[src/rtl/sum_normalizer48.sv]
// sum_normalizer48: iterative leading-zero normaliser for the 48-bit adder sum.
// Optional macro NORM_BACK_TO_BACK_EN: accept a new sum in the DONE retire cycle.
module sum_normalizer48 #(
    parameter int   WIDTH      = 48,
    parameter int   SHIFT_STEP = 8,
    localparam int  CNT_W      = $clog2(WIDTH + 1)
) (
    input  logic             clk,
    input  logic             rst_n,
    input  logic             in_valid,
    output logic             in_ready,
    input  logic [WIDTH-1:0] in_sum,
    output logic             out_valid,
    input  logic             out_ready,
    output logic [WIDTH-1:0] out_mant,
    output logic [CNT_W-1:0] out_shift,
    output logic             out_zero
);

    typedef enum logic [1:0] {
        IDLE  = 2'd0,
        SHIFT = 2'd1,
        DONE  = 2'd2
    } state_e;

    localparam logic [CNT_W-1:0] STEP_C = CNT_W'(SHIFT_STEP);
    localparam logic [CNT_W-1:0] FULL_C = CNT_W'(WIDTH);

    state_e             state_q, state_d;
    logic [WIDTH-1:0]   work_q, work_d;
    logic [CNT_W-1:0]   cnt_q, cnt_d;
    logic               zero_q, zero_d;

    logic [CNT_W-1:0]   lz;
    logic               lz_found;
    logic               accept;
    logic               sum_is_zero;

    // Handshake readiness: IDLE only, or also the retiring DONE cycle.
`ifdef NORM_BACK_TO_BACK_EN
    assign in_ready = (state_q == IDLE) ||
                      ((state_q == DONE) && out_ready);
`else
    assign in_ready = (state_q == IDLE);
`endif

    assign accept      = in_valid && in_ready;
    assign sum_is_zero = (in_sum == '0);

    assign out_valid = (state_q == DONE);
    assign out_mant  = work_q;
    assign out_shift = cnt_q;
    assign out_zero  = zero_q;

    // Leading zeros inside the top SHIFT_STEP bits of the working value.
    always_comb begin
        lz       = STEP_C;
        lz_found = 1'b0;
        for (int i = 0; i < SHIFT_STEP; i++) begin
            if (!lz_found && work_q[WIDTH-1-i]) begin
                lz       = CNT_W'(i);
                lz_found = 1'b1;
            end
        end
    end

    // Next-state and datapath update; a new accept overrides the case result.
    always_comb begin
        state_d = state_q;
        work_d  = work_q;
        cnt_d   = cnt_q;
        zero_d  = zero_q;
        unique case (state_q)
            IDLE: begin
                state_d = IDLE;
            end
            SHIFT: begin
                work_d = work_q << lz;
                cnt_d  = cnt_q + lz;
                if (lz != STEP_C) begin
                    state_d = DONE;
                end
            end
            DONE: begin
                if (out_ready) begin
                    state_d = IDLE;
                end
            end
            default: begin
                state_d = IDLE;
            end
        endcase
        if (accept) begin
            if (sum_is_zero) begin
                work_d  = '0;
                cnt_d   = FULL_C;
                zero_d  = 1'b1;
                state_d = DONE;
            end else begin
                work_d  = in_sum;
                cnt_d   = '0;
                zero_d  = 1'b0;
                state_d = SHIFT;
            end
        end
    end

    // State and datapath registers; reset abandons any item in flight.
    always_ff @(posedge clk or negedge rst_n) begin
        if (!rst_n) begin
            state_q <= IDLE;
            work_q  <= '0;
            cnt_q   <= '0;
            zero_q  <= 1'b0;
        end else begin
            state_q <= state_d;
            work_q  <= work_d;
            cnt_q   <= cnt_d;
            zero_q  <= zero_d;
        end
    end

endmodule

[config.mk]
export PLATFORM = sky130hd
export DESIGN_NAME = sum_normalizer48
export DESIGN_NICKNAME = d
export VERILOG_FILES = /design/src/rtl/sum_normalizer48.sv
export SDC_FILE = /design/constraint.sdc
export NUM_CORES = 1
export LEC_CHECK = 0
export ABC_AREA = 1
export CAP_MARGIN = 10
export CORE_MARGIN = 2
export CORE_UTILIZATION = 35
export CTS_CLUSTER_SIZE = 8
export DETAILED_ROUTE_END_ITERATION = 12
export HOLD_SLACK_MARGIN = 0.15
export PLACE_DENSITY_LB_ADDON = 0.25
export SYNTH_ARGS = -nofsm -noshare
export SYNTH_HDL_FRONTEND = slang
export SYNTH_SLANG_ARGS = --single-unit
[constraint.sdc]
create_clock -name clk -period 6.26 [get_ports clk]
set_input_delay 1.252 -clock clk [delete_from_list [all_inputs] [get_ports clk]]
set_output_delay 1.252 -clock clk [all_outputs]
set_load 0.01 [all_outputs]
==> impl_results.md, run 1 <==
* Routed metal-1 wire length at 8420 um
* Origin of the worst min-delay path: out_mant[6]
* Hold Violations, Final at 0
* Worst supply voltage drop on vdd at ~0.00021 V
* Post-cts repair resize count at 0
* Global Route Usage Sum at a little under a quarter
* Final worst path period need at 4.03 ns
* Root cell of the clock tree: sky130_fd_sc_hd__clkbuf_16
* Final nets at 1006
* Total Die Area at roughly 16000 um^2
* Mean area per synthesized cell at 5.96 um^2
* CP arrival at about 4.3 ns
* RSZ-0062 raised after global routing: false
* Number of antenna violations at the first check in global routing at 0
* CP max FO at 49
* Number of antenna repair diodes at 0
* Top routing layer in use: met4
* Routed via count divided by cell count at between 5 and 6
* Most common cell in the netlist: sky130_fd_sc_hd__nand3_1
* Number of instances in the synthesized netlist at 876
* Vias in the first global route at roughly 5.8k
* Post-synthesis async set-or-reset flop share at 100%
* RR Endpoint: out_shift[4]
* Initial core utilization at between 30% and 40%
* Outcome: finished clean
* Core region area at about 15000 um^2
* Number of library cell types mapped by synthesis at 37
* Routed wire length at 18500 um
* Cell Count Post-Placement at 1122
* Kind of launch point of the worst setup path: flop
* Cell chain of the critical path: nor2_1 -> nand2_1 -> nor2_2 -> nand4_4 -> nand2_2 -> ha_1 -> inv_1 -> fa_1 -> inv_1 -> nand2_1 -> nand2_1 -> a21oi_1 -> o21ai_0 -> a21oi_1 -> o22ai_1
* Delay-heaviest family, CP: simple AND/OR/NAND/NOR gates
* Critical path capture point type: flop
* Yosys top cell area share at between 30% and 40%
* CTS Hold Buffers Added at 0
* Net count of the mapped netlist at 933
* Share of layout cells above drive strength 1 at under 10%
* Leading post-synthesis cells by cell area: sky130_fd_sc_hd__nand3_1 (30%), sky130_fd_sc_hd__dfrtp_1 (27%), sky130_fd_sc_hd__nand2_1 (14%), sky130_fd_sc_hd__inv_1 (7.0%), sky130_fd_sc_hd__o21ai_0 (4.1%)
* Number of logic stages on the critical path including buffering at 15
* Final standard cell count with taps included and fillers excluded at 1138
* CTS H-Tree Depth at 3
* Yosys warnings at 0
* Final weighted congestion of routability-driven global placement at 0.931
* Total via count after detailed routing at between 6k and 7k
* Clk_lat worst skew at 0.35 ns
* Post-CTS setup buffers at 0
* Cts bufs inserted at 9
* Dominant cell type by area after synthesis: sky130_fd_sc_hd__nand3_1
* Slack of the worst reg-to-reg path at between 2 and 2.5 ns
* RR Startpoint: out_mant[44]
* Die Span X at 126 um
* Met2 wirelength from detailed routing at between 8000 and 9000 um
* Count of flip-flops with a built-in enable after synthesis at 0
* Slew headroom at between 20% and 30%
* Detailed route wirelength on metal3 at 1310 um
* Count of buffers from port buffering at 108
* Clock skew after layout at 0.00889 ns
* Clock-pin slew on the worst setup and hold paths at around 0.060 ns
* Clock tree from TritonCTS: done
* Share of synthesized area occupied by flip-flops and latches at a little over a quarter
* Remaining DRCs at 0
* Worst setup startpoint: out_mant[44]
* Placement Rows at 44
* Required time of the critical path at ~6.5 ns
* Largest buffer count on any clock path at 2
* Maximum operating frequency at 248 MHz
* Most common cell type on the critical path: sky130_fd_sc_hd__nand2_1
* Die outline height at between 100 and 150 um
* Number of iterations in the first detailed-routing pass at 7
* Final-report max-slew violation count at 0
* Worst setup endpoint: out_shift[4]
* Path depth of the worst reg2reg path at 15
* Sum of buffers and inverters on the critical path at 2
* Sequential cell area at around 1400 um^2
* Number of routed nets with antenna violations at 0
* Layout fillers at 1551
* First-pass GRT wire length at ~30000 um
* Power per cell area at approximately 600 nW/um^2
* Netlist area before placement at 5220 um^2
* Grt total ovfl at 0
* Main flop type after synthesis: sky130_fd_sc_hd__dfrtp_1
* Number of clock sinks at between 50 and 60
* Sum of negative setup slack at 0 ns
* First DRT Iteration DRCs at 778
* Maximum number of pins on one net before global-route repair at 75
* Growth of design area from synthesis to finish at 26.9%
* Class of the most critical hold timing path: flop to flop
* Number of storage elements in the synthesis netlist at 57
* Worst-margin pin slew at between 1 and 1.5 ns
* Wirelength per Cell at ~16 um
* Leakage component of the power at between 3 and 4 nW
* Critical Path Max Stage Delay at between 1 and 1.5 ns
* CP Class: flop to flop
* Max-cap violations at 0
* Number of ports placed on the die boundary at about 110
* Most numerous cell types in the synthesized netlist: sky130_fd_sc_hd__nand3_1 (314), sky130_fd_sc_hd__nand2_1 (198), sky130_fd_sc_hd__inv_1 (98)
* Final clock period utilization by the worst path at 64.4%
* Total setup violations reported at the end of the flow at 0
* Detailed-placement wirelength estimate at 13000 um
* Slowest stage cell, crit path: sky130_fd_sc_hd__nand2_2
* Multi-input gate area in the final layout at 3170 um^2
[flip-flops by register name, summed over array words and instances, names as in the netlist]
| register | flops |
|---|---|
| out_zero | 1 |
| state_q | 2 |
| out_mant | 48 |
| out_shift | 6 |
[where the power goes]
part	internal, mW	leakage (nW)	switching, mW
Sequential	0.557	0.669	0.144
Combinational	1.03	2.41	1.70
Clock	0.270	0.124	0.199
Total	1.86	3.21	2.05
[cell usage in the layout, fill, tap and decap left out, drive strengths merged]
cell type	count
o22ai	2
clkinvlp	4
nor4	4
clkinv	3
o32ai	1
a31oi	1
a21boi	7
dfrtp	57
o21ai	48
buf	7
xnor2	1
nand3	314
and2	1
nor2	55
ha	4
clkdlybuf4s50	107
a22oi	4
o221ai	1
nand4	4
clkbuf	9
nor3	2
a22o	1
inv	104
o21a	3
nand2	200
fa	1
a211oi	1
o31ai	1
a21oi	5
or2	2
[per-stage QoR]
step	worst slack [ns]	util [%]	area [um^2]	total power, mW	hold slack [ns]
6_report	2.23	45.6	6620	3.91	0.517
5_1_grt	1.97	45.6	6620	4.29	0.541
4_1_cts	2.31	45.6	6620	3.88	0.524
3_5_place_dp	2.19	43.6	6340	3.39	0.501
3_3_place_gp	2.25	43.6	6340	3.38	0.510
2_1_floorplan	3.77	-	5220	2.59	0.490
[tightest hold or removal path, stage by stage (launching register included)]
cell	delay, ns
sky130_fd_sc_hd__dfrtp_1	0.37
sky130_fd_sc_hd__nand2_1	0.06
sky130_fd_sc_hd__nand2_1	0.06
[layout make-up]
| cell class | count | share of cell area [%] |
|---|---|---|
| multi-input combinational | 663 | 47.9 |
| sequential | 57 | 21.5 |
| timing repair buffer | 114 | 16.9 |
| inverter | 104 | 5.89 |
| tap | 184 | 3.48 |
| clock buffer | 9 | 3.40 |
| clock inverter | 7 | 0.850 |
[routing by layer]
metal  global-route usage (%)  vias up
met5                        0        -
met4                     8.14        0
met3                     4.59       30
met2                     35.5      301
met1                     32.2     2871
li1                         -     3081
[worst min path at each step]
stage                               to  slack, ns  cells after the start
final                      out_mant[6]       0.52                      2
after global routing          out_zero       0.54                      1
after CTS                 out_shift[3]       0.52                      2
after detailed placement   out_mant[6]       0.50                      2
after global placement      state_q[1]       0.51                      1
after floorplan             state_q[1]       0.49                      1
[cells by family (layout without fill, tap and decap cells)]
family,after synthesis,count (layout),synth area share (%)
and+or+nand+nor,582,582,50.6
buffers and inverters,156,234,12.3
AOI/OAI and AO/OA,75,75,8.25
DFF,57,57,27.3
adders and majority gates,5,5,1.34
xor gates and xnor gates,1,1,0.168
Note: power is estimated with default switching activity, not from simulation.
==> inputs of run 2 (changes only) <==
==> constraint.sdc (replaced) <==
create_clock -name clk -period 3.3 [get_ports clk]
set_input_delay 0.66 -clock clk [delete_from_list [all_inputs] [get_ports clk]]
set_output_delay 0.66 -clock clk [all_outputs]
set_load 0.01 [all_outputs]
==> impl_results.md, run 2 (synthesized netlist as in run 1, its figures left out) <==
* CTS Hold Buffers Added at 0 (unchanged)
* Number of iterations in the first detailed-routing pass at 5 (-2)
* Clk_lat worst skew at 0.34 ns (about the same)
* CTS H-Tree Depth at 3 (unchanged)
* Total via count after detailed routing at 6302 (+0.30%)
* Max-cap violations at 0 (unchanged)
* First DRT Iteration DRCs at 733 (-5.8%)
* Power per cell area at 1110 nW/um^2 (+89%)
* Wirelength per Cell at 16.2 um (-0.34%)
* Detailed-placement wirelength estimate at 13800 um (+6.3%)
* Routed via count divided by cell count at 5.47 (-0.92%)
* Post-CTS setup buffers at 0 (unchanged)
* Cts bufs inserted at 9 (unchanged)
* Final weighted congestion of routability-driven global placement at 0.909 (-2.3%)
* Required time of the critical path at 3.51 ns (-3.00 ns)
* Number of ports placed on the die boundary at 109 (unchanged)
* Final-report max-slew violation count at 0 (unchanged)
* Critical path capture point type: flop
* Clock-pin slew on the worst setup and hold paths at 0.05 ns (about the same)
* Count of buffers from port buffering at 108 (unchanged)
* Root cell of the clock tree: sky130_fd_sc_hd__clkbuf_16
* Global Route Usage Sum at 23.3% (+0.28 points)
* Grt total ovfl at 0 (unchanged)
* Vias in the first global route at 5943 (+2.8%)
* Utilization after layout at 46.3% (+0.71 points)
* Hold Violations, Final at 0 (unchanged)
* CP max FO at 51 (+4.1%)
* Worst-margin pin slew at 1.20 ns (+0.126 ns)
* RSZ-0062 raised after global routing: false
* Class of the most critical hold timing path: primary input to async pin
* Clock skew after layout at 0.00580 ns (-0.00308 ns)
* Switching portion of total power at 51.3% (-1.0 points)
* Largest buffer count on any clock path at 2 (unchanged)
* Growth of design area from synthesis to finish at 28.9%
* Sequential Power Share at 17.7% (-0.2 points)
* Slowest stage cell, crit path: sky130_fd_sc_hd__nor2_4
* Net switching power at 3.85 mW (+88%)
* Share of power burned in the clock network at 12.0% (about the same)
* Remaining DRCs at 0 (unchanged)
* Maximum operating frequency at 338 MHz (+36%)
* Total Die Area at 15900 um^2 (unchanged)
* Most frequent cells in the layout: sky130_fd_sc_hd__nand3_1 (314), sky130_fd_sc_hd__nand2_1 (198), sky130_fd_sc_hd__clkdlybuf4s50_1 (107)
* Number of antenna repair diodes at 0 (unchanged)
* Final nets at 1021 (+1.5%)
* Max reg flops at 48 (unchanged)
* CP arrival at 3.17 ns (-1.11 ns)
* Share of layout cells above drive strength 1 at 5.37% (+1.2 points)
* Number of clock sinks at 57 (unchanged)
* Die outline height at 126 um (unchanged)
* CP Class: flop to flop
* Worst supply voltage drop on vdd at 0.000358 V (+71%)
* Critical Path Max Stage Delay at 0.93 ns (-0.10 ns)
* Most common cell type on the critical path: sky130_fd_sc_hd__nand2_1
* Outcome: finished clean
* Cell chain of the critical path: o21ai_0 -> nand2_1 -> nor2_4 -> fa_1 -> inv_1 -> nand2_1 -> nand2_1 -> a21oi_1 -> o21ai_0 -> a21oi_1 -> o22ai_1
* Die Span X at 126 um (unchanged)
* Routed wire length at 18700 um (+0.89%)
* Post-cts repair resize count at 0 (unchanged)
* Cell Int Power at 3.65 mW (+96%)
* Number of antenna violations at the first check in global routing at 0 (unchanged)
* Core region area at 14500 um^2 (unchanged)
* Total setup violations reported at the end of the flow at 0 (unchanged)
* Placement Rows at 44 (unchanged)
* Kind of launch point of the worst setup path: flop
* Clock tree from TritonCTS: done
* First-pass GRT wire length at 29900 um (+1.0%)
* Logic gate share of total power at 70.3% (+0.3 points)
* Maximum number of pins on one net before global-route repair at 52 (-31%)
* Final clock period utilization by the worst path at 89.6% (+25 points)
* Most frequent standard cell in the layout excluding fill and tap cells: sky130_fd_sc_hd__nand3_1
* Leakage component of the power at 3.29 nW (+2.7%)
* Initial core utilization at 35.9% (unchanged)
* Final worst path period need at 2.96 ns (-1.08 ns)
* Slew headroom at 19.6% (-8.2 points)
* Number of routed nets with antenna violations at 0 (unchanged)
* Sum of negative setup slack at 0 ns (unchanged)
-- run 2: through the flow --
step | setup WS [ns] | hold slack (ns) | std cells | instance area (um^2) | power (mW)
floorplan | 0.814 | 0.364 | 876 | 5220 | 4.90
global placement | 0.442 | 0.515 | 1137 | 6450 | 6.51
detailed placement | 0.401 | 0.516 | 1137 | 6450 | 6.52
CTS | 0.391 | 0.532 | 1152 | 6730 | 7.47
global route | 0.0148 | 0.568 | 1152 | 6730 | 8.21
finish | 0.343 | 0.499 | 1152 | 6730 | 7.50
-- run 2: layer usage --
metal	vias up	GRT usage (%)	wire length (um)
li1	3103	-	-
met1	2861	31.6	8400
met2	302	37.4	8530
met3	36	4.21	1290
met4	0	8.14	457
met5	-	0	0
-- run 2: layout make-up --
class | instances | area, um^2
inverters | 104 | 390
well taps | 184 | 230
repair buffers | 129 | 1230
flip-flops and latches | 57 | 1430
fillers | 1558 | 7810
clock inverters | 4 | 45.0
multi-input cells | 663 | 3170
clock buffers | 11 | 233
-- run 2: worst paths after layout --
kind,from,to,slack (ns),cells past startpoint
worst max-delay path,out_mant[44],out_shift[4],0.34,11
worst min-delay path,rst_n,out_mant[2],0.50,1
worst max register to register,out_mant[44],out_shift[4],0.34,11
worst min register to register,out_mant[6],out_mant[6],0.52,2
max in group asynchronous,rst_n,out_mant[30],2.03,2
min in group clk,out_mant[6],out_mant[6],0.52,2
-- run 2: worst max-delay path: cells and delay by family, from the launching register on --
family	cells	cell delay, ns
simple gates	4	1.20
flops	1	0.44
compound gates	5	0.76
fa+ha+maj	1	0.33
buf+inv	1	0.06
-- run 2: power by group through the flow --
stage                     Clock (mW)  Sequential, mW  Combinational [mW]
after floorplan                    0            1.43                3.48
after global placement             0            1.31                5.19
after detailed placement           0            1.33                5.19
after CTS                      0.921            1.33                5.23
after global routing           0.951            1.37                5.88
final                          0.903            1.32                5.27
==> inputs of run 3 (changes only) <==
--- a/config.mk
+++ b/config.mk
@@ -7,6 +7,7 @@
 export LEC_CHECK = 0
 export ABC_AREA = 1
 export CAP_MARGIN = 10
+export CORE_ASPECT_RATIO = 0.8
 export CORE_MARGIN = 2
 export CORE_UTILIZATION = 35
 export CTS_CLUSTER_SIZE = 8
==> constraint.sdc (replaced) <==
create_clock -name clk -period 3.3 [get_ports clk]
set_input_delay 0.66 -clock clk [delete_from_list [all_inputs] [get_ports clk]]
set_output_delay 0.66 -clock clk [all_outputs]
set_load 0.02 [all_outputs]
==> impl_results.md, run 3 (synthesized netlist as in run 1, its figures left out) <==
* Outcome: finished clean
* CTS Hold Buffers Added at 0 (unchanged)
* Number of clock sinks at 57 (unchanged)
* Layout fillers at 1497 (-3.9%)
* Worst supply voltage drop on vdd at 0.000443 V (+24%)
* Final clock period utilization by the worst path at 78.7% (-11 points)
* RR Startpoint: out_mant[45]
* CP Class: primary input to flop
* Maximum number of pins on one net before global-route repair at 58 (+12%)
* Largest buffer count on any clock path at 2 (unchanged)
* Power per cell area at 1160 nW/um^2 (+4.5%)
* Core region area at 14400 um^2 (-0.62%)
* Post-cts repair resize count at 0 (unchanged)
* Clock tree from TritonCTS: done
* Maximum operating frequency at 385 MHz (+14%)
* Slowest stage cell, crit path: sky130_fd_sc_hd__clkdlybuf4s50_1
* Worst slack at placement at 0.359 ns (-0.0423 ns)
* Final-report max-slew violation count at 0 (unchanged)
* Most frequent cells in the layout: sky130_fd_sc_hd__nand3_1 (314), sky130_fd_sc_hd__nand2_1 (198), sky130_fd_sc_hd__clkdlybuf4s50_1 (107)
* RSZ-0062 raised after global routing: false
* Leakage component of the power at 3.31 nW (+0.59%)
* Total Die Area at 15900 um^2 (about the same)
* CP max FO at 28 (-45%)
* Clock-pin slew on the worst setup and hold paths at 0.06 ns (about the same)
* Path depth of the worst reg2reg path at 13 (+2)
* Slack of the worst reg-to-reg path at 0.73 ns (+0.39 ns)
* RR Endpoint: out_shift[5]
* Worst-margin pin slew at 0.778 ns (-0.426 ns)
* Die outline height at 113 um (-10%)
* Critical Path Max Stage Delay at 0.43 ns (-0.50 ns)
* Routed wire length at 18900 um (+1.4%)
* Number of iterations in the first detailed-routing pass at 6 (+1)
* Sequential cell area at 1430 um^2 (unchanged)
* Slew headroom at 48.2% (+29 points)
* First DRT Iteration DRCs at 926 (+26%)
* Number of antenna repair diodes at 0 (unchanged)
* Global Route Usage Sum at 24.1% (+0.82 points)
* Detailed-placement wirelength estimate at 13900 um (+0.21%)
* Kind of launch point of the worst setup path: primary input
* Number of ports placed on the die boundary at 109 (unchanged)
* Final weighted congestion of routability-driven global placement at 0.941 (+3.5%)
* Placement Rows at 39 (-11%)
* Vias in the first global route at 5616 (-5.5%)
* Class of the most critical hold timing path: primary input to async pin
* Cell chain of the critical path: clkdlybuf4s50_1 -> nor2_1 -> nand3_1 -> nor2_1 -> nand2_1 -> nor3_1 -> nand2_1 -> nand2_1 -> nand2_1 -> buf_12 -> o21ai_0 -> nand3_1 -> nand2_1 -> inv_1
* PnR worst setup slack at 0.703 ns (+0.360 ns)
* Hold_ws at 0.479 ns (-0.0203 ns)
* Grt total ovfl at 0 (unchanged)
* Growth of design area from synthesis to finish at 29.9%
* Max-cap violations at 0 (unchanged)
* Total setup violations reported at the end of the flow at 0 (unchanged)
* Clk_lat worst skew at 0.35 ns (about the same)
* First-pass GRT wire length at 30300 um (+1.2%)
* Total via count after detailed routing at 6327 (+0.40%)
* Most common cell type on the critical path: sky130_fd_sc_hd__nand2_1
* Sum of buffers and inverters on the critical path at 3 (+2)
* Clock skew after layout at 0.0114 ns (+0.00560 ns)
* Post-CTS setup buffers at 0 (unchanged)
* Root cell of the clock tree: sky130_fd_sc_hd__clkbuf_16
* CP arrival at 2.83 ns (-0.34 ns)
* Most frequent standard cell in the layout excluding fill and tap cells: sky130_fd_sc_hd__nand3_1
* Die Span X at 141 um (+11%)
* Required time of the critical path at 3.53 ns (+0.02 ns)
* Number of routed nets with antenna violations at 0 (unchanged)
* CTS H-Tree Depth at 3 (unchanged)
* Final nets at 1019 (-0.20%)
* Wirelength per Cell at 16.4 um (+1.5%)
* Cts bufs inserted at 9 (unchanged)
* Critical path capture point type: flop
* Count of buffers from port buffering at 108 (unchanged)
* Share of layout cells above drive strength 1 at 5.27% (-0.098 points)
* Number of antenna violations at the first check in global routing at 0 (unchanged)
* Multi-input gate area in the final layout at 3170 um^2 (unchanged)
* Max reg flops at 48 (unchanged)
* Final worst path period need at 2.60 ns (-0.360 ns)
* Routed via count divided by cell count at 5.50 (+0.48%)
* Hold Violations, Final at 0 (unchanged)
* Initial core utilization at 36.1% (+0.22 points)
* Sum of negative setup slack at 0 ns (unchanged)
* Delay-heaviest family, CP: simple AND/OR/NAND/NOR gates
* Remaining DRCs at 0 (unchanged)
run 3: changes by cell type in the layout (fill, tap and decap cells not counted):
cell                       before  now
sky130_fd_sc_hd__clkbuf_8       0    3
sky130_fd_sc_hd__clkinv_2       3    1
sky130_fd_sc_hd__buf_4         21   16
sky130_fd_sc_hd__buf_12         0    3
run 3: through the flow:
| step | std cells | util [%] | total power [mW] | cell area (um^2) |
|---|---|---|---|---|
| after floorplan | 876 | - | 5.16 | 5220 |
| after global placement | 1135 | 44.8 | 6.84 | 6470 |
| after detailed placement | 1135 | 44.8 | 6.82 | 6470 |
| after CTS | 1151 | 47.0 | 7.86 | 6780 |
| after global routing | 1151 | 47.0 | 8.63 | 6780 |
| final | 1151 | 47.0 | 7.90 | 6780 |
run 3: layout make-up:
type,count,area share [%]
multi-input cells,663,46.7
flip-flops and latches,57,21.0
repair buffers,127,18.5
inverters,104,5.76
clock buffers,14,4.04
well taps,184,3.39
clock inverters,2,0.517
run 3: where the power goes:
part / internal [mW] / switching (mW)
Sequential: 1.06 / 0.271
Combinational: 2.04 / 3.53
Clock: 0.645 / 0.350
run 3: worst reg2reg max path, delay by kind of cell (launching register included):
family	cells	cell delay, ns
flip-flops	1	0.45
adder cells (fa/ha/maj)	1	0.33
AND/OR/NAND/NOR	10	1.38
XOR/XNOR	1	0.14
AO/OA/AOI/OAI	1	0.12
run 3: how the worst max path moves through the flow:
| stage | from | to | slack, ns | cells past startpoint |
|---|---|---|---|---|
| after floorplan | out_mant[45] | out_shift[4] | 0.75 | 17 |
| after global placement | in_sum[1] | out_mant[30] | 0.36 | 14 |
| after detailed placement | in_sum[1] | out_mant[30] | 0.36 | 14 |
| after CTS | in_sum[1] | out_mant[30] | 0.69 | 14 |
| after global routing | out_mant[44] | out_shift[5] | 0.42 | 13 |
| final | in_sum[0] | out_mant[30] | 0.70 | 14 |
run 3: per-layer routing:
layer / up-vias / global-route usage (%) / wire length [um]
li1: 3098 / - / -
met1: 2864 / 37.8 / 9290
met2: 321 / 31.6 / 7490
met3: 44 / 5.33 / 1630
met4: 0 / 9.20 / 516
met5: - / 0 / 0
==> variant 1, RTL diff (config.mk and constraints of run 3) <==
Encoding of `state_e`: now one-hot (3 bits for 3 states).
--- a/src/rtl/sum_normalizer48.sv
+++ b/src/rtl/sum_normalizer48.sv
@@ -18,8 +18,8 @@
 );
 
-    typedef enum logic [1:0] {
-        IDLE  = 2'd0,
-        SHIFT = 2'd1,
-        DONE  = 2'd2
+    typedef enum logic [2:0] {
+        IDLE  = 3'b001,
+        SHIFT = 3'b010,
+        DONE  = 3'b100
     } state_e;
 
Behaviour: same outputs for any inputs over 10 cycles, from zero or initial values and one cycle with rst_n low; not proved beyond that.
==> variant 1 against run 3 <==
  * Worst setup slack improved by 0.077 ns
  * Final cell count is the same
  * Via count about the same
  * Synthesized area up 0.50%
  * Count of clock-buffer cells in the layout shrank 4
  * Final area grew 0.11%
  * Sequential cell count up 1
  * Routed wire length is 0.55% lower
  * Power fell by 1.8%
  * Clock skew is 0.0044 ns lower
==> variant 1: results (changes against run 3) <==
Synth async-reset ratio - 100.0% (unchanged)
Least-Margin Pin Slew - 0.6858 ns (-0.09195 ns)
Share of cells above drive strength 1 - 5.895% (+0.62 points)
Synth Area in Compound Gates - 7.966% (-0.28 points)
GRT met1 Usage - 35.57% (-2.2 points)
Sequential Power - 0.00136 W
Arr. time, crit path - 2.79 ns (-0.04 ns)
Ys Warns - 0 (unchanged)
Max clock buf depth - 2 (unchanged)
Met3 wire length - 1.695 mm (+4.1%)
Commonest cells post-synth - nand3_1 (320), nand2_1 (185), inv_1 (104)
Post-Synth Adder-Cell Area - 1.336% (-0.0067 points)
Global route hottest layer - met1
Routed via count - 6,321 (-0.095%)
First-pass detailed-route iteration total - 9 (+3)
GPL Wtd Cong - 0.9248 (-1.7%)
Netlist cell types - 37 (unchanged)
Vias in the first global route - 5,846 (+4.1%)
Syn nets - 935 (+0.21%)
Placed cell area - 0.006470 sq mm (about the same)
Layout Nets - 1,019 (unchanged)
H-tree level count - 3 (unchanged)
Crit path from - out_mant[45]$_DFFE_PN0N_
CP Max Fanout - 42 (+50%)
Xor/xnor cell area share of the yosys netlist - 0.1669% (-0.00084 points)
Met3 GRT Util - 4.912% (-0.42 points)
Synth area leaders - nand3_1 (31%), dfrtp_1 (27%), nand2_1 (13%)
GRT Total Usage - 23.81% (-0.33 points)
Pint - 0.003690 W (-1.5%)
Routed met1 length - 8.870 mm (-4.5%)
DP HPWL - 13.65 mm (-1.6%)
Fillers - 1,575 (+5.2%)
Clock transition at path regs - 0.06 ns (about the same)
Sequential element share of the synthesized area - 27.69% (+0.36 points)
Max Clock Skew - 0.006972 ns (-0.004430 ns)
Max reg flops - 48 (unchanged)
HP Class - in2async
IO buf count - 108 (unchanged)
Inserted Diodes - 0 (unchanged)
Initial antenna violation count - 0 (unchanged)
Met2 wire len - 7.878 mm (+5.2%)
Clock network power share - 13.3% (+0.7 points)
Post-CTS setup buffer count - 0 (unchanged)
Outcome - completed
Initial drt markers - 778 (-16%)
CTS Buf Count - 9 (unchanged)
Peak supply drop - 0.0005746 V (+30%)
Leakage - 3.312 nW (about the same)
Met2 GRT Util - 34.28% (+2.7 points)
Final WL - 18.82 mm (-0.55%)
Top power group - combinational logic
Largest net degree at the start of global routing - 65 (+12%)
Root buf cell - clkbuf_16
Synth Flop Type - dfrtp_1
First-pass GRT wire length - 30.33 mm (+0.14%)
## variant 1: cell types whose count changed in the layout (fill, tap and decap cells not counted), moves of 4 or more
cell,before,now
nand2_1,198,185
a31oi_1,1,5
a21boi_1,7,0
nand3_1,314,320
o21ai_1,5,1
nor2_1,48,44
inv_1,98,104
a21oi_1,5,15
o21ai_0,43,47
## variant 1: worst max-delay path, stage by stage (launching register included)
cell     delay, ns
dfrtp_1       0.49
nor2_2        0.18
nand2_1       0.09
nor2_2        0.13
nand4_4       0.13
nand2_2       0.12
buf_4         0.42
inv_2         0.06
buf_4         0.24
nor2_4        0.15
inv_1         0.07
nor2_1        0.12
nor2_1        0.06
a21oi_1       0.12
## variant 1: cell type report
cell class | count | area share [%]
clock buffer | 10 | 3.520
clock inverter | 6 | 1.180
inverter | 109 | 6.027
multi-input combinational | 659 | 46.57
sequential | 58 | 21.40
tap | 184 | 3.391
timing repair buffer | 125 | 17.91
## variant 1: final timing paths
path | end | slack (ns) | cells after the start
max | out_mant[45]$_DFFE_PN0N_ | 0.78 | 13
min | out_shift[2]$_DFFE_PN0N_ | 0.23 | 1
max reg2reg | out_mant[45]$_DFFE_PN0N_ | 0.78 | 13
min reg2reg | out_shift[3]$_DFFE_PN0N_ | 0.52 | 2
max in group asynchronous | state_q[0]$_DFFE_PN1P_ | 2.36 | 2
min in group clk | out_shift[3]$_DFFE_PN0N_ | 0.52 | 2
## variant 1: stage by stage
step	worst slack, ns	instances	util (%)	total power, W	hold WS (ns)
after floorplan	0.7699	878	-	0.005015	0.3644
after global placement	0.5835	1135	44.79	0.006637	0.5092
after detailed placement	0.5898	1135	44.79	0.006642	0.5095
after CTS	0.8113	1151	47.00	0.007719	0.2412
after global routing	0.5417	1151	47.00	0.008479	0.2497
final	0.7801	1151	47.00	0.007756	0.2319
==> variant 2, RTL diff (config.mk and constraints of run 3) <==
Without the edit above. Change the parameter `SHIFT_STEP` from 8 to 7.
--- a/src/rtl/sum_normalizer48.sv
+++ b/src/rtl/sum_normalizer48.sv
@@ -3,5 +3,5 @@
 module sum_normalizer48 #(
     parameter int   WIDTH      = 48,
-    parameter int   SHIFT_STEP = 8,
+    parameter int   SHIFT_STEP = 7,
     localparam int  CNT_W      = $clog2(WIDTH + 1)
 ) (
Formal check against the unedited RTL: not equivalent (Yosys sat finds a counterexample within 4 cycles, from zero or initial values and one cycle with rst_n low).
==> variant 2 against run 3 <==
  * Worst setup slack better by 0.15 ns
  * Synthesized cell count is 8.0% lower
  * Synthesized area is 4.6% lower
  * Sequential cell count stayed put
  * Routed wire length is 14% lower
  * Final area is 5.1% lower
  * Core utilization is 0.12 points lower
  * Power is 11% lower
  * Highest routed layer unchanged
==> variant 2: results (changes against run 3) <==
Least-Margin Pin Slew - 0.7962 ns (+0.01842 ns)
Max reg flops - 48 (unchanged)
Netlist cell types - 36 (-2.7%)
Leakage - 3.224 nW (-2.6%)
Synth async-reset ratio - 100.0% (unchanged)
Combinational Power Share - 66.1% (-4.5 points)
CTS Buf Count - 9 (unchanged)
Area grow syn2layout - 29.25%
Initial antenna violation count - 0 (unchanged)
Hold path cells - 2
Critical path's slowest cell - dfrtp_1
Synth Flop Type - dfrtp_1
Peak supply drop - 0.0005341 V (+20%)
CP max stage delay - 0.47 ns (+0.04 ns)
Max Clock Skew - 0.007752 ns (-0.003650 ns)
Clock transition at path regs - 0.05 ns
Routed len/inst - 15.15 um (-7.8%)
Max clock buf depth - 2 (unchanged)
Layout Nets - 948 (-7.0%)
DP HPWL - 11.54 mm (-17%)
First-pass detailed-route iteration total - 6 (unchanged)
Syn nets - 862 (-7.6%)
Placed cell area - 0.006138 sq mm (-5.2%)
Worst r2r path cells - 12 (-1)
Switching power - 0.003555 W (-14%)
Post-Synthesis Cells - 806 (-8.0%)
Post-Layout Cell Count - 1,076 (-6.5%)
Arr. time, crit path - 2.70 ns (-0.13 ns)
Hold_ws - 0.4880 ns (+0.009188 ns)
Ys Warns - 0 (unchanged)
IO buf count - 108 (unchanged)
Share of cells above drive strength 1 - 9.152% (+3.9 points)
Post-CTS sizing - 0 (unchanged)
Hold Crit Start - out_zero$_DFFE_PN0P_
Vias per cell - 5.293 (-3.7%)
H-tree level count - 3 (unchanged)
Worst-Skew Late Latency - 0.33 ns (-0.02 ns)
Min-Delay Endpoint - out_zero$_DFFE_PN0P_
Commonest cells post-synth - nand3_1 (294), nand2_1 (161), inv_1 (104)
Vias in the first global route - 5,194 (-7.5%)
GRT Total Usage - 22.18% (-2.0 points)
Net Sw Frac - 50.44% (-2.1 points)
Clk power - 0.000941 W (-5.3%)
Fillers - 1,441 (-3.7%)
Critical Path Sink - out_mant[46]$_DFFE_PN0P_
Outcome - completed
HP Class - reg2reg
Post-CTS setup buffer count - 0 (unchanged)
Post-Place Setup Slack - 0.7193 ns (+0.3606 ns)
GPL Wtd Cong - 0.9138 (-2.9%)
CP Max Fanout - 47 (+68%)
Synth area leaders - nand3_1 (30%), dfrtp_1 (29%), nand2_1 (12%)
Final setup margin - 0.8537 ns (+0.1509 ns)
Inserted Diodes - 0 (unchanged)
Initial drt markers - 840 (-9.3%)
Sequential element share of the synthesized area - 28.65% (+1.3 points)
Worst R2R End - out_mant[46]$_DFFE_PN0P_
Crit path from - out_mant[47]$_DFFE_PN0P_
First-pass GRT wire length - 27.08 mm (-11%)
## variant 2: logic make-up after synthesis
| kind of cell | count (synthesis) | share of synthesized area (%) |
|---|---|---|
| DFF | 57 | 28.65 |
| adders and majority gates | 4 | 1.156 |
| and+or+nand+nor | 550 | 52.30 |
| buffers and inverters | 159 | 13.60 |
| AOI/OAI and AO/OA | 35 | 4.122 |
| xor gates and xnor gates | 1 | 0.1760 |
## variant 2: routing by layer
| layer | track usage (%) | vias up | routed length, um |
|---|---|---|---|
| met5 | 0 | - | 0 |
| met4 | 4.192 | 0 | 129 |
| met3 | 6.264 | 13 | 1658 |
| met2 | 30.88 | 284 | 6661 |
| met1 | 33.89 | 2570 | 7852 |
| li1 | - | 2828 | - |
## variant 2: cell type report
class,instances,area share (%)
clock buffers,12,3.986
clock inverters,3,0.6222
inverters,110,6.416
multi-input cells,590,44.72
flip-flops and latches,57,22.17
well taps,180,3.500
repair buffers,124,18.59
